--- config.mk ---
export PLATFORM = sky130hd
export DESIGN_NAME = fft_bfly_addr_gen
export DESIGN_NICKNAME = d
export VERILOG_FILES = /design/src/rtl/fft_bfly_addr_gen.sv
export SDC_FILE = /design/constraint.sdc
export NUM_CORES = 1
export LEC_CHECK = 0
export BUFFER_PORTS_ARGS = -buffer_cell sky130_fd_sc_hd__buf_2
export CORE_UTILIZATION = 53
export DETAILED_ROUTE_END_ITERATION = 8
export GPL_TIMING_DRIVEN = 0
export PLACE_DENSITY = 0.82
export SLEW_MARGIN = 20
export SYNTH_ARGS = -nofsm -noshare
export SYNTH_HDL_FRONTEND = slang
export SYNTH_SLANG_ARGS = --single-unit
--- constraint.sdc ---
create_clock -name clk -period 3.3 [get_ports clk]
set_input_delay 0.495 -clock clk [delete_from_list [all_inputs] [get_ports clk]]
set_output_delay 0.495 -clock clk [all_outputs]
set_load 0.1 [all_outputs]
--- src/rtl/fft_bfly_addr_gen.sv ---
// Radix-2 FFT butterfly address generator.
// Each stage pass walks k = 0..N/2-1 and emits one operand pair and one twiddle index per handshake.
// All outputs come from registered state (k, s, FSM state); there is no combinational path from the inputs.
module fft_bfly_addr_gen #(
    parameter int LOG2N = 5,
    parameter int AW    = 5
) (
    input  logic          clk,
    input  logic          rst,
    input  logic          start,
    input  logic [2:0]    stage,
    input  logic          bf_ready,
    output logic          busy,
    output logic          bf_valid,
    output logic [AW-1:0] addr_a,
    output logic [AW-1:0] addr_b,
    output logic [AW-2:0] tw_idx,
    output logic          last_bf,
    output logic          stage_done,
    output logic          stage_err
);
    localparam int N  = 1 << LOG2N;
    localparam int KW = AW - 1;

    typedef enum logic [1:0] {IDLE, RUN, DONE} state_t;

    state_t        state, state_nxt;
    logic [KW-1:0] k;
    logic [2:0]    s;
    logic          stage_ok;
    logic          k_last;
    logic          handshake;
    logic [AW-1:0] span, group, pos;

    assign stage_ok  = (int'(stage) < LOG2N);
    assign k_last    = (k == KW'(N / 2 - 1));
    assign handshake = bf_valid & bf_ready;

    // State register
    always_ff @(posedge clk) begin
        if (rst) state <= IDLE;
        else     state <= state_nxt;
    end

    // Next-state logic: start only matters in IDLE; DONE always lasts exactly one cycle
    always_comb begin
        state_nxt = state;
        case (state)
            IDLE:    if (start && stage_ok) state_nxt = RUN;
            RUN:     if (handshake && k_last) state_nxt = DONE;
            DONE:    state_nxt = IDLE;
            default: state_nxt = IDLE;
        endcase
    end

    // FSM-decoded outputs
    always_comb begin
        busy       = (state == RUN) || (state == DONE);
        bf_valid   = (state == RUN);
        stage_done = (state == DONE);
        last_bf    = (state == RUN) && k_last;
    end

    // Stage latch, butterfly counter and error pulse; k holds on the final handshake so it never wraps
    always_ff @(posedge clk) begin
        if (rst) begin
            k         <= '0;
            s         <= '0;
            stage_err <= 1'b0;
        end else begin
            stage_err <= (state == IDLE) && start && !stage_ok;
            if (state == IDLE && start && stage_ok) begin
                s <= stage;
                k <= '0;
            end else if (handshake && !k_last) begin
                k <= k + KW'(1);
            end
        end
    end

    // Address math: split k into group (high bits) and position within the span (low s bits)
    always_comb begin
        span   = AW'(1) << s;
        group  = AW'(k) >> s;
        pos    = AW'(k) & (span - AW'(1));
        addr_a = (group << (s + 3'd1)) | pos;
        addr_b = addr_a + span;
        tw_idx = KW'(pos << (LOG2N - 1 - int'(s)));
    end
endmodule

==> results of run 1 <==
==> metrics by stage <==
step	setup slack (ps)	hold WS (ps)	TNS (ps)	utilization, %	cells
floorplan	-581	484	-990	-	134
global placement	-453	500	-537	77.5	184
detailed placement	-505	511	-659	77.5	184
CTS	-81.5	479	-120	89.9	200
==> synth_stat cells, drive strengths merged (2+ instances only) <==
cell,instances
xnor2,6
nor3b,3
a21o,2
a21oi,6
nor3,5
xor2,6
inv,11
o21ai,8
nand2b,2
or2,2
a32oi,2
ha,16
nor2b,4
buf,4
mux2i,4
nand2,11
and3,3
dfxtp,10
nor2,14
==> kinds of logic after synthesis <==
group | count (synthesis)
AND/OR/NAND/NOR | 49
AO/OA/AOI/OAI | 27
adder cells (fa/ha/maj) | 17
buffers and inverters | 15
XOR/XNOR | 12
flip-flops | 10
multiplexers | 4
==> timing repair <==
action / in CTS
pin swaps: 8
setup endpoints to repair: 3
hold buffers: 0
resized for setup: 25
setup buffers: 13
==> out/results.ini, run 1 <==
[run_status]
status=stopped before the end
haltStage=global routing (5_1_grt)
tool.error=[ERROR DPL-0033] detailed placement checks failed during check placement.

[sta]
crit_endpoint=addr_b[4]
worstEpCategory=top-level output

[synth]
syn_nets=158
ys_warn_count=0
syn_area_per_cell_um2=7.90
synth_top_flop_cell=dfxtp_1
yosys.area_share.xor_xnor_pct=9.93
muxShareOfSynthArea_pct=3.78
yosys_register_bits=10
synth_area_leaders=dfxtp_1 19%, ha_1 19%, nor2_1 5.0%, xnor2_1 5.0%, xor2_1 5.0%
netlist.area_leader.share_pct=18.9
ys_seq_area_share_pct=18.9
synthCells=134
synth_edf_count=0
ys_types=38
synthAdderAreaFrac_pct=20.8
synthArstFlopShare_pct=0
synth_area_mm2=0.00106
synth_compound_area_share_pct=16.9
yosysTopAreaCell=dfxtp_1
synth_top_family_by_area=simple AND/OR/NAND/NOR gates
synth_simple_gate_area_share_pct=23.3

[floorplan]
die_h_um=46.7
boundaryPins=26
initial_core_util_pct=58.7
die_w_um=46.7
row_count=15

[placement]
place_area_mm2=0.00140
dp_hpwl_um=1880
gp_congestion=0.876
portBuffers=25

[clock_tree]
cts_max_level=1
cts_made_buffers=3
clock_path_buffers=2
clkSinkCount=10
clockRootBuffer=clkbuf_4

[global_route]
antenna_found_initial=0
grt_max_degree=10

==> run 2: changes to the inputs <==
--- a/config.mk
+++ b/config.mk
@@ -6,10 +6,11 @@
 export NUM_CORES = 1
 export LEC_CHECK = 0
 export BUFFER_PORTS_ARGS = -buffer_cell sky130_fd_sc_hd__buf_2
-export CORE_UTILIZATION = 53
+export CORE_AREA = 2 2 63 65
 export DETAILED_ROUTE_END_ITERATION = 8
+export DIE_AREA = 0 0 65 67
 export GPL_TIMING_DRIVEN = 0
-export PLACE_DENSITY = 0.82
+export PLACE_DENSITY_LB_ADDON = 0.15
 export SLEW_MARGIN = 20
 export SYNTH_ARGS = -nofsm -noshare
 export SYNTH_HDL_FRONTEND = slang
==> out/results.ini, run 2 <==
[synth]
synthCells=134  ; unchanged
yosysTopAreaCell=dfxtp_1
syn_nets=158  ; unchanged
synth_top_flop_cell=dfxtp_1
synth_edf_count=0  ; unchanged
netlist.area_leader.share_pct=18.9  ; unchanged
synth_area_leaders=dfxtp_1 19%, ha_1 19%, nor2_1 5.0%, xnor2_1 5.0%, xor2_1 5.0%
ys_warn_count=0  ; unchanged
ys_types=38  ; unchanged
synth.most_common_cell=ha_1
synthArstFlopShare_pct=0  ; unchanged
ys_seq_area_share_pct=18.9  ; unchanged
yosys_register_bits=10  ; unchanged
synth_area_mm2=0.00106  ; unchanged
syn_area_per_cell_um2=7.90  ; unchanged
synth_common_cells=16 x ha_1, 14 x nor2_1, 11 x nand2_1

[worst_setup_path]
crit-reg2reg-launch=k[0]
path_depth=13
reg2reg_depth=6
crit_buf_inv=3
rr_endpoint=state[0]
path_delay_family=compound AO/OA/AOI/OAI gates
crit_required_ps=2800
worstSetupEndpointType=output pin
cp_common_cell=ha_4
crit_type=flip-flop to output pin
critPathLaunchType=flip-flop
crit_start=s[1]
slowest_stage=dfxtp_4
cp_max_fo=8
max_stage_delay_ps=360
crit_arrival_ps=2770
critPathCapture=addr_b[4]
reg2reg_slack_ps=1710
worstPathCellList=buf_6, inv_6, ha_4, xor2_1, nor2_1, a41oi_2, o21ai_4, ha_4, a21o_1, a21oi_4, xor2_4, xnor2_4, buf_12

[floorplan]
core_mm2=0.00361
dieArea_mm2=0.00436
row_count=22  ; +7
initial_core_util_pct=29.4  ; -29 points
boundaryPins=26  ; unchanged
die_h_um=67  ; +43%
die_w_um=65  ; +39%

[final_layout]
antennaDiodeCount=0
drive_gt1_share_pct=50.3
reg.largest.list=k x4, s x3, state x2
regArea_um2=211
nets=199
area_growth_pct=65.2
final_cell_mix=24 x buf_2, 12 x nor2_1, 12 x buf_4
stdcell_area_mm2=0.00175
final_common_cell=buf_2
largest_reg_flops=4
top_register=k
fillers=360
multiInputGateArea_mm2=0.00112
stdcell_count=221

[global_route]
grt_pass1_wl_um=4890
globalRouteTotalUtil_pct=14.6
antenna_found_initial=0
grt_max_degree=10
grt_pass1_vias=1053
grt-ovfl-total=0

[power_and_ir_drop]
power_uw=627
leakage_nw=0.759
vdd_drop_max_v=0.000211
power_density_mw_per_mm2=358

[detailed_routing]
routedWlPerCell_um=12.3
firstDrtPassIters=4
drtAntennaViolNets=0
via_per_inst=4.86
drc_errors=0
num_vias=1075
first_iter_violations=43
wl_um=2720

[sta]
worst_pin_slew_ps=489
hold_viol_final=0
finalClockSkew_ps=1.11
period_minus_slack_ps=3270
setup_viol=0
rsz0062_at_grt=yes
slew_viol_final=0
finalCritPeriodShare_pct=99.0
fmax_ghz=0.306
relSlewSlack_pct=67.6
final.setup.tns_ps=0

[clock_tree]
cts_made_buffers=3  ; unchanged
clock_path_buffers=2  ; unchanged
tritoncts=yes
cts_max_level=1  ; unchanged
clkSlewWorstSetupHoldPaths_ps=50
clk_latency_ps=230
clockRootBuffer=clkbuf_8
cts_hold_buf=0  ; unchanged
clkSinkCount=10  ; unchanged

[placement]
dp_hpwl_um=2080  ; +11%
place_area_mm2=0.00143  ; +2.1%
portBuffers=25  ; unchanged
gp_congestion=0.838  ; -4.3%
dp.cells=207  ; +13%

[worst_hold_path]
hold_class=input pin to flip-flop
min_from=rst

[run_status]
status=completed

[job]
drv_cap=0

==> run 2: cell counts after synthesis <==
No cell type changed its count.
==> run 2: cell families after synthesis <==
family | after synthesis | share of synthesized area (%)
simple gates | 49 | 23.3
mux | 4 | 3.78
compound gates | 27 | 16.9
buf+inv | 15 | 6.38
xor+xnor | 12 | 9.93
fa+ha+maj | 17 | 20.8
flops | 10 | 18.9
==> run 2: worst register-to-register path, cell delays in order, from the launching register on <==
cell and delay (ps):
dfxtp_1 490, ha_1 250, and3_1 230, nand2_1 90, a21oi_1 170, mux2i_1 210
nor2_1 50
==> run 2: cell type report <==
class / count / share of cell area (%)
multi-input cells: 109 / 64.0
repair buffers: 37 / 13.5
flip-flops and latches: 10 / 12.1
well taps: 48 / 3.43
inverters: 11 / 3.00
clock buffers: 3 / 2.36
plain buffers: 3 / 1.57
==> run 2: how the worst min path moves through the flow <==
stage,end,slack (ps),depth (start not counted)
2_1_floorplan,state[1],480,2
3_3_place_gp,state[1],500,2
3_5_place_dp,state[1],500,2
4_1_cts,s[0],510,2
5_1_grt,s[2],520,2
6_report,s[1],510,2
==> run 2: repair_timing <==
item | in CTS | in global routing
setup buffers | 10 | 2
setup endpoints to repair | 3 | 3
pin swaps | 15 | 4
gates resized for setup | 36 | 7
==> run 2: where the power goes <==
group | leakage, nW | switching [mW] | internal (mW)
logic | 0.654 | 0.243 | 0.121
registers | 0.0835 | 0.0114 | 0.129
clock network | 0.0216 | 0.0441 | 0.0796
total | 0.759 | 0.298 | 0.329
==> run 2: metrics by stage <==
stage                     hold WS [ps]  worst slack [ps]  utilization, %
after global placement             504              -494            39.5
after global routing               521             -96.3            48.5
after CTS                          514              3.56            47.1
final                              512              34.2            48.5
after detailed placement           503              -541            39.5
after floorplan                    484              -581               -
==> run 2: routing by layer <==
layer / routed length, µm / GRT usage (%)
met2: 1350 / 25.5
met4: 16 / 3.19
met1: 1280 / 18.5
met5: 0 / 0
met3: 85 / 3.04
Note: power is estimated with default switching activity, not from simulation.
==> run 3: changes to the inputs <==
==> constraint.sdc (replaced) <==
create_clock -name clk -period 3.3 [get_ports clk]
set_input_delay 0.66 -clock clk [delete_from_list [all_inputs] [get_ports clk]]
set_output_delay 0.66 -clock clk [all_outputs]
set_load 0.1 [all_outputs]
==> out/results.ini, run 3 (synthesis results as in run 2) <==
[placement]
dp_hpwl_um=2080  ; unchanged
portBuffers=25  ; unchanged
post-place-ws_ps=-706  ; -165 ps
gp_congestion=0.838  ; unchanged

[final_layout]
nets=201  ; +1.0%
largest_reg_flops=4  ; unchanged
antennaDiodeCount=0  ; unchanged
final_common_cell=buf_2
area_growth_pct=68.1
reg.largest.list=k x4, s x3, state x2
drive_gt1_share_pct=47.4  ; -2.9 points
final_cell_mix=22 x buf_2, 12 x nor2_1, 10 x buf_4
fillers=356  ; -1.1%
top_register=k
fin_util_pct=49.3  ; +0.83 points

[floorplan]
initial_core_util_pct=29.4  ; unchanged
die_w_um=65  ; unchanged
dieArea_mm2=0.00436  ; unchanged
boundaryPins=26  ; unchanged
core_mm2=0.00361  ; unchanged
row_count=22  ; unchanged
die_h_um=67  ; unchanged

[clock_tree]
clockRootBuffer=clkbuf_8
cts_made_buffers=3  ; unchanged
clock_path_buffers=2  ; unchanged
clk_latency_ps=230  ; about the same
clkSinkCount=10  ; unchanged
cts_max_level=1  ; unchanged
tritoncts=yes
clkSlewWorstSetupHoldPaths_ps=50  ; about the same
cts_hold_buf=0  ; unchanged

[power_and_ir_drop]
power_density_mw_per_mm2=355  ; -0.98%
p_clk_share_pct=19.6  ; about the same
internal-power_uw=335  ; +1.8%
pwr-share-comb_pct=58.4  ; +0.5 points
leakage_nw=0.766  ; +0.91%
netSwitchingPower_uw=297  ; -0.50%
vdd_drop_max_v=0.000211  ; +0.14%
switching_share_pct=47.0  ; -0.58 points
pwr-share-seq_pct=21.9  ; -0.4 points

[sta]
fin_ws_ps=-181  ; -215 ps
fmax_ghz=0.287  ; -6.2%
worst_pin_slew_ps=489  ; -0.00513 ps
period_minus_slack_ps=3480  ; +215 ps
relSlewSlack_pct=67.6  ; about the same
hold_viol_final=0  ; unchanged
slew_viol_final=0  ; unchanged
setup_viol=1  ; +1
rsz0062_at_grt=yes
finalClockSkew_ps=1.83  ; +0.724 ps
finalCritPeriodShare_pct=105  ; +6.5 points

[worst_setup_path]
critPathCapture=addr_b[4]
reg2reg_slack_ps=1720  ; about the same
crit_required_ps=2640  ; -160 ps
worstSetupEndpointType=output pin
slowest_stage=dfxtp_4
crit_type=flip-flop to output pin
crit-reg2reg-launch=k[1]
rr_endpoint=state[0]
crit_start=s[1]
cp_max_fo=7  ; -1
max_stage_delay_ps=360  ; about the same
critPathLaunchType=flip-flop
crit_arrival_ps=2820  ; +50 ps
cp_common_cell=ha_4
worstPathCellList=buf_6, inv_6, ha_4, buf_8, xor2_1, nor2_1, a41oi_2, o21ai_4, ha_4, a21o_1, a21oi_4, xor2_4, xnor2_4, buf_12
reg2reg_depth=6  ; unchanged

[detailed_routing]
drtAntennaViolNets=0  ; unchanged
wl_um=2790  ; +2.5%
via_per_inst=4.93  ; +1.3%
drc_errors=0  ; unchanged
routedWlPerCell_um=12.5  ; +1.6%
first_iter_violations=41  ; -4.7%
num_vias=1099  ; +2.2%
firstDrtPassIters=4  ; unchanged

[run_status]
violations=negative setup slack
status=finished, violations left

[global_route]
globalRouteTotalUtil_pct=14.9  ; +0.29 points
grt_max_degree=10  ; unchanged
antenna_found_initial=0  ; unchanged
grt_pass1_wl_um=5000  ; +2.3%
grt_pass1_vias=1083  ; +2.8%
grt-ovfl-total=0  ; unchanged

[worst_hold_path]
hold_class=flip-flop to flip-flop
hold-path-cell-count=2  ; unchanged

[job]
drv_cap=0  ; unchanged

run 3: cell count changes in the layout (fill, tap and decap cells not counted), sizes merged:
cell    delta
clkbuf     +1
buf        +1
run 3: worst min path at each step:
stage	startpoint	endpoint
after floorplan	state[1]	state[1]
after global placement	state[1]	state[1]
after detailed placement	state[1]	state[1]
after CTS	state[1]	state[1]
after global routing	state[1]	state[1]
final	state[1]	state[1]
run 3: layout make-up:
| class | count | area [µm²] | share of cell area [%] |
|---|---|---|---|
| timing repair buffer | 38 | 285 | 16.0 |
| multi-input combinational | 109 | 1090 | 61.0 |
| buffer | 4 | 42.5 | 2.39 |
| inverter | 11 | 55.1 | 3.09 |
| tap | 48 | 60.1 | 3.38 |
| clock buffer | 3 | 41.3 | 2.32 |
| sequential | 10 | 209 | 11.7 |
run 3: critical path: cells and delay by family (launching register included):
kind	cells	cell delay, ps
AO/OA/AOI/OAI	4	690
XOR/XNOR	3	490
adder cells (fa/ha/maj)	2	520
buffers and inverters	4	460
flip-flops	1	360
AND/OR/NAND/NOR	1	60
run 3: what timing repair did:
action / 4_1_cts / 5_1_grt
endpoints found under the hold margin: 0 / 0
cloned: 0 / 0
buffers inserted: 11 / 2
gates resized for setup: 34 / 10
pin swaps: 13 / 3
endpoints found under the setup margin: 4 / 4
run 3: power by group through the flow:
stage               Clock [mW]  Combinational [mW]  Sequential [mW]
global route             0.144               0.394            0.139
CTS                      0.129               0.355            0.138
detailed placement           0               0.311            0.141
finish                   0.124               0.369            0.138
floorplan                    0               0.266            0.143
global placement             0               0.308            0.141
run 3: metal layers:
| layer | wire length, µm | vias to the layer above | track usage [%] |
|---|---|---|---|
| met5 | 0 | - | 0 |
| met4 | 16 | 0 | 3.19 |
| met2 | 1440 | 20 | 26.0 |
| li1 | - | 546 | - |
| met3 | 91 | 4 | 3.04 |
| met1 | 1240 | 529 | 18.9 |
run 3: per-stage QoR:
step	cell area, µm²	setup TNS (ps)	std cells	hold slack, ps	total power, mW
finish	1780	-181	223	515	0.632
global route	1780	-312	223	576	0.677
CTS	1710	-192	221	514	0.622
detailed placement	1430	-990	207	503	0.452
global placement	1430	-924	207	504	0.449
floorplan	1240	-1650	134	484	0.408
==> run 4: changes to the inputs <==
--- a/config.mk
+++ b/config.mk
@@ -11,6 +11,7 @@
 export DIE_AREA = 0 0 65 67
 export GPL_TIMING_DRIVEN = 0
 export PLACE_DENSITY_LB_ADDON = 0.15
+export REMOVE_ABC_BUFFERS = 1
 export SLEW_MARGIN = 20
 export SYNTH_ARGS = -nofsm -noshare
 export SYNTH_HDL_FRONTEND = slang
==> out/results.ini, run 4 (synthesis results as in run 2) <==
[power_and_ir_drop]
power_uw=655  ; +3.7%
switching_share_pct=46.4  ; -0.56 points
pwr-share-comb_pct=54.6  ; -3.8 points
vdd_drop_max_v=0.000305  ; +45%
netSwitchingPower_uw=304  ; +2.4%
pwr-share-seq_pct=21.8  ; about the same
internal-power_uw=351  ; +4.8%
p_clk_share_pct=23.6  ; +4.0 points
leakage_nw=0.755  ; -1.5%
power_density_mw_per_mm2=384  ; +8.3%

[detailed_routing]
drc_errors=0  ; unchanged
drtAntennaViolNets=0  ; unchanged
first_iter_violations=37  ; -9.8%
firstDrtPassIters=4  ; unchanged
routedWlPerCell_um=13.8  ; +10%
via_per_inst=4.94  ; +0.29%
wl_um=3120  ; +12%
num_vias=1117  ; +1.6%

[run_status]
violations=negative setup slack
status=finished, violations left

[sta]
fmax_ghz=0.291  ; +1.3%
worst_pin_slew_ps=490  ; +1.12 ps
relSlewSlack_pct=67.6  ; -0.074 points
setup_viol=2  ; +1
finalCritPeriodShare_pct=104  ; -1.3 points
final.setup.tns_ps=-140  ; +40.5 ps
rsz0062_at_grt=yes
period_minus_slack_ps=3440  ; -44.1 ps
whs_ps=533  ; +18.5 ps
fin_ws_ps=-137  ; +44.1 ps
hold_viol_final=0  ; unchanged
slew_viol_final=0  ; unchanged
finalClockSkew_ps=0.511  ; -1.32 ps

[worst_setup_path]
crit_start=s[0]
worstSetupEndpointType=output pin
crit_buf_inv=2  ; -2
worstPathCellList=inv_6, ha_4, xor2_2, nor2_1, a41oi_2, o21ai_2, ha_1, a21o_1, a21oi_2, xor2_1, xnor2_1, buf_6
critPathLaunchType=flip-flop
max_stage_delay_ps=420  ; +60 ps
crit_arrival_ps=2780  ; -40 ps
crit-reg2reg-launch=k[0]
slowest_stage=dfxtp_4
crit_type=flip-flop to output pin
cp_max_fo=7  ; unchanged
path_delay_family=adder cells
crit_required_ps=2640  ; about the same

[floorplan]
dieArea_mm2=0.00436  ; unchanged
die_w_um=65  ; unchanged
row_count=22  ; unchanged
die_h_um=67  ; unchanged
core_mm2=0.00361  ; unchanged
boundaryPins=26  ; unchanged
initial_core_util_pct=29.4  ; unchanged

[global_route]
grt_pass1_wl_um=4820  ; -3.4%
grt_max_degree=9  ; -1
grt_pass1_vias=1074  ; -0.83%
globalRouteTotalUtil_pct=14.1  ; -0.78 points
antenna_found_initial=0  ; unchanged
grt-ovfl-total=0  ; unchanged

[clock_tree]
cts_hold_buf=0  ; unchanged
clock_path_buffers=2  ; unchanged
clockRootBuffer=clkbuf_8
clk_latency_ps=240  ; about the same
clkSinkCount=10  ; unchanged
tritoncts=yes
cts_made_buffers=3  ; unchanged
clkSlewWorstSetupHoldPaths_ps=50  ; about the same
cts_max_level=1  ; unchanged

[final_layout]
fillers=338  ; -5.1%
reg.largest.list=k x4, s x3, state x2
nets=203  ; +1.0%
antennaDiodeCount=0  ; unchanged
final_cell_mix=21 x buf_2, 16 x buf_4, 12 x nor2_1
largest_reg_flops=4  ; unchanged
final_common_cell=buf_2
area_growth_pct=60.9
top_register=k
drive_gt1_share_pct=48.3  ; +0.89 points

[placement]
gp_congestion=0.933  ; +11%
portBuffers=25  ; unchanged
dp_hpwl_um=1830  ; -12%
post-place-ws_ps=-639  ; +67.1 ps

[worst_hold_path]
hold_class=flip-flop to flip-flop
min_from=state[1]

[job]
drv_cap=0  ; unchanged

==> run 4: changes by cell type in the layout (fill, tap and decap cells not counted), sizes merged <==
| cell | previous run | this run |
|---|---|---|
| buf | 41 | 43 |
| inv | 10 | 11 |
| clkinvlp | 1 | 0 |
| clkbuf | 4 | 5 |
==> run 4: area by class of cell <==
cell class / count / area, µm² / share of cell area [%]
multi-input cells: 109 / 1010 / 59.5
clock buffers: 4 / 55.1 / 3.23
repair buffers: 44 / 309 / 18.1
flip-flops and latches: 10 / 211 / 12.4
well taps: 48 / 60.1 / 3.53
inverters: 11 / 53.8 / 3.16
==> run 4: worst paths after layout <==
path | endpoint | slack (ps) | cells after the start
worst max-delay path | addr_b[4] | -140 | 12
worst min-delay path | state[1] | 530 | 2
worst max register to register | state[0] | 1690 | 6
worst min register to register | state[1] | 530 | 2
==> run 4: stage by stage <==
| stage | instance area (µm²) | util (%) | cells |
|---|---|---|---|
| 2_1_floorplan | 1030 | - | 130 |
| 3_3_place_gp | 1220 | 33.8 | 203 |
| 3_5_place_dp | 1220 | 33.8 | 203 |
| 4_1_cts | 1550 | 42.9 | 226 |
| 5_1_grt | 1700 | 47.2 | 226 |
| 6_report | 1700 | 47.2 | 226 |
==> run 4: routing by layer <==
metal | track usage, % | wire [µm]
met1 | 17.2 | 1360
met2 | 24.4 | 1610
met3 | 3.38 | 122
met4 | 4.79 | 31
met5 | 0 | 0
==> run 4: repair_timing <==
action                     in CTS  in global routing
gates resized for setup        36                 33
cloned                          0                  0
setup endpoints to repair       7                  4
pin swaps                      14                 19
buffers inserted               19                  2
==> run 4: worst min-delay path, stage by stage, from the launching register on <==
cell and delay [ps]:
dfxtp_1 320, nor2_1 120, nor3_1 50
==> run 4: power by group through the flow <==
stage | Combinational [mW] | Sequential (mW) | Clock [mW]
floorplan | 0.225 | 0.144 | 0
global placement | 0.264 | 0.143 | 0
detailed placement | 0.266 | 0.144 | 0
CTS | 0.333 | 0.140 | 0.159
global route | 0.380 | 0.144 | 0.169
finish | 0.357 | 0.143 | 0.155
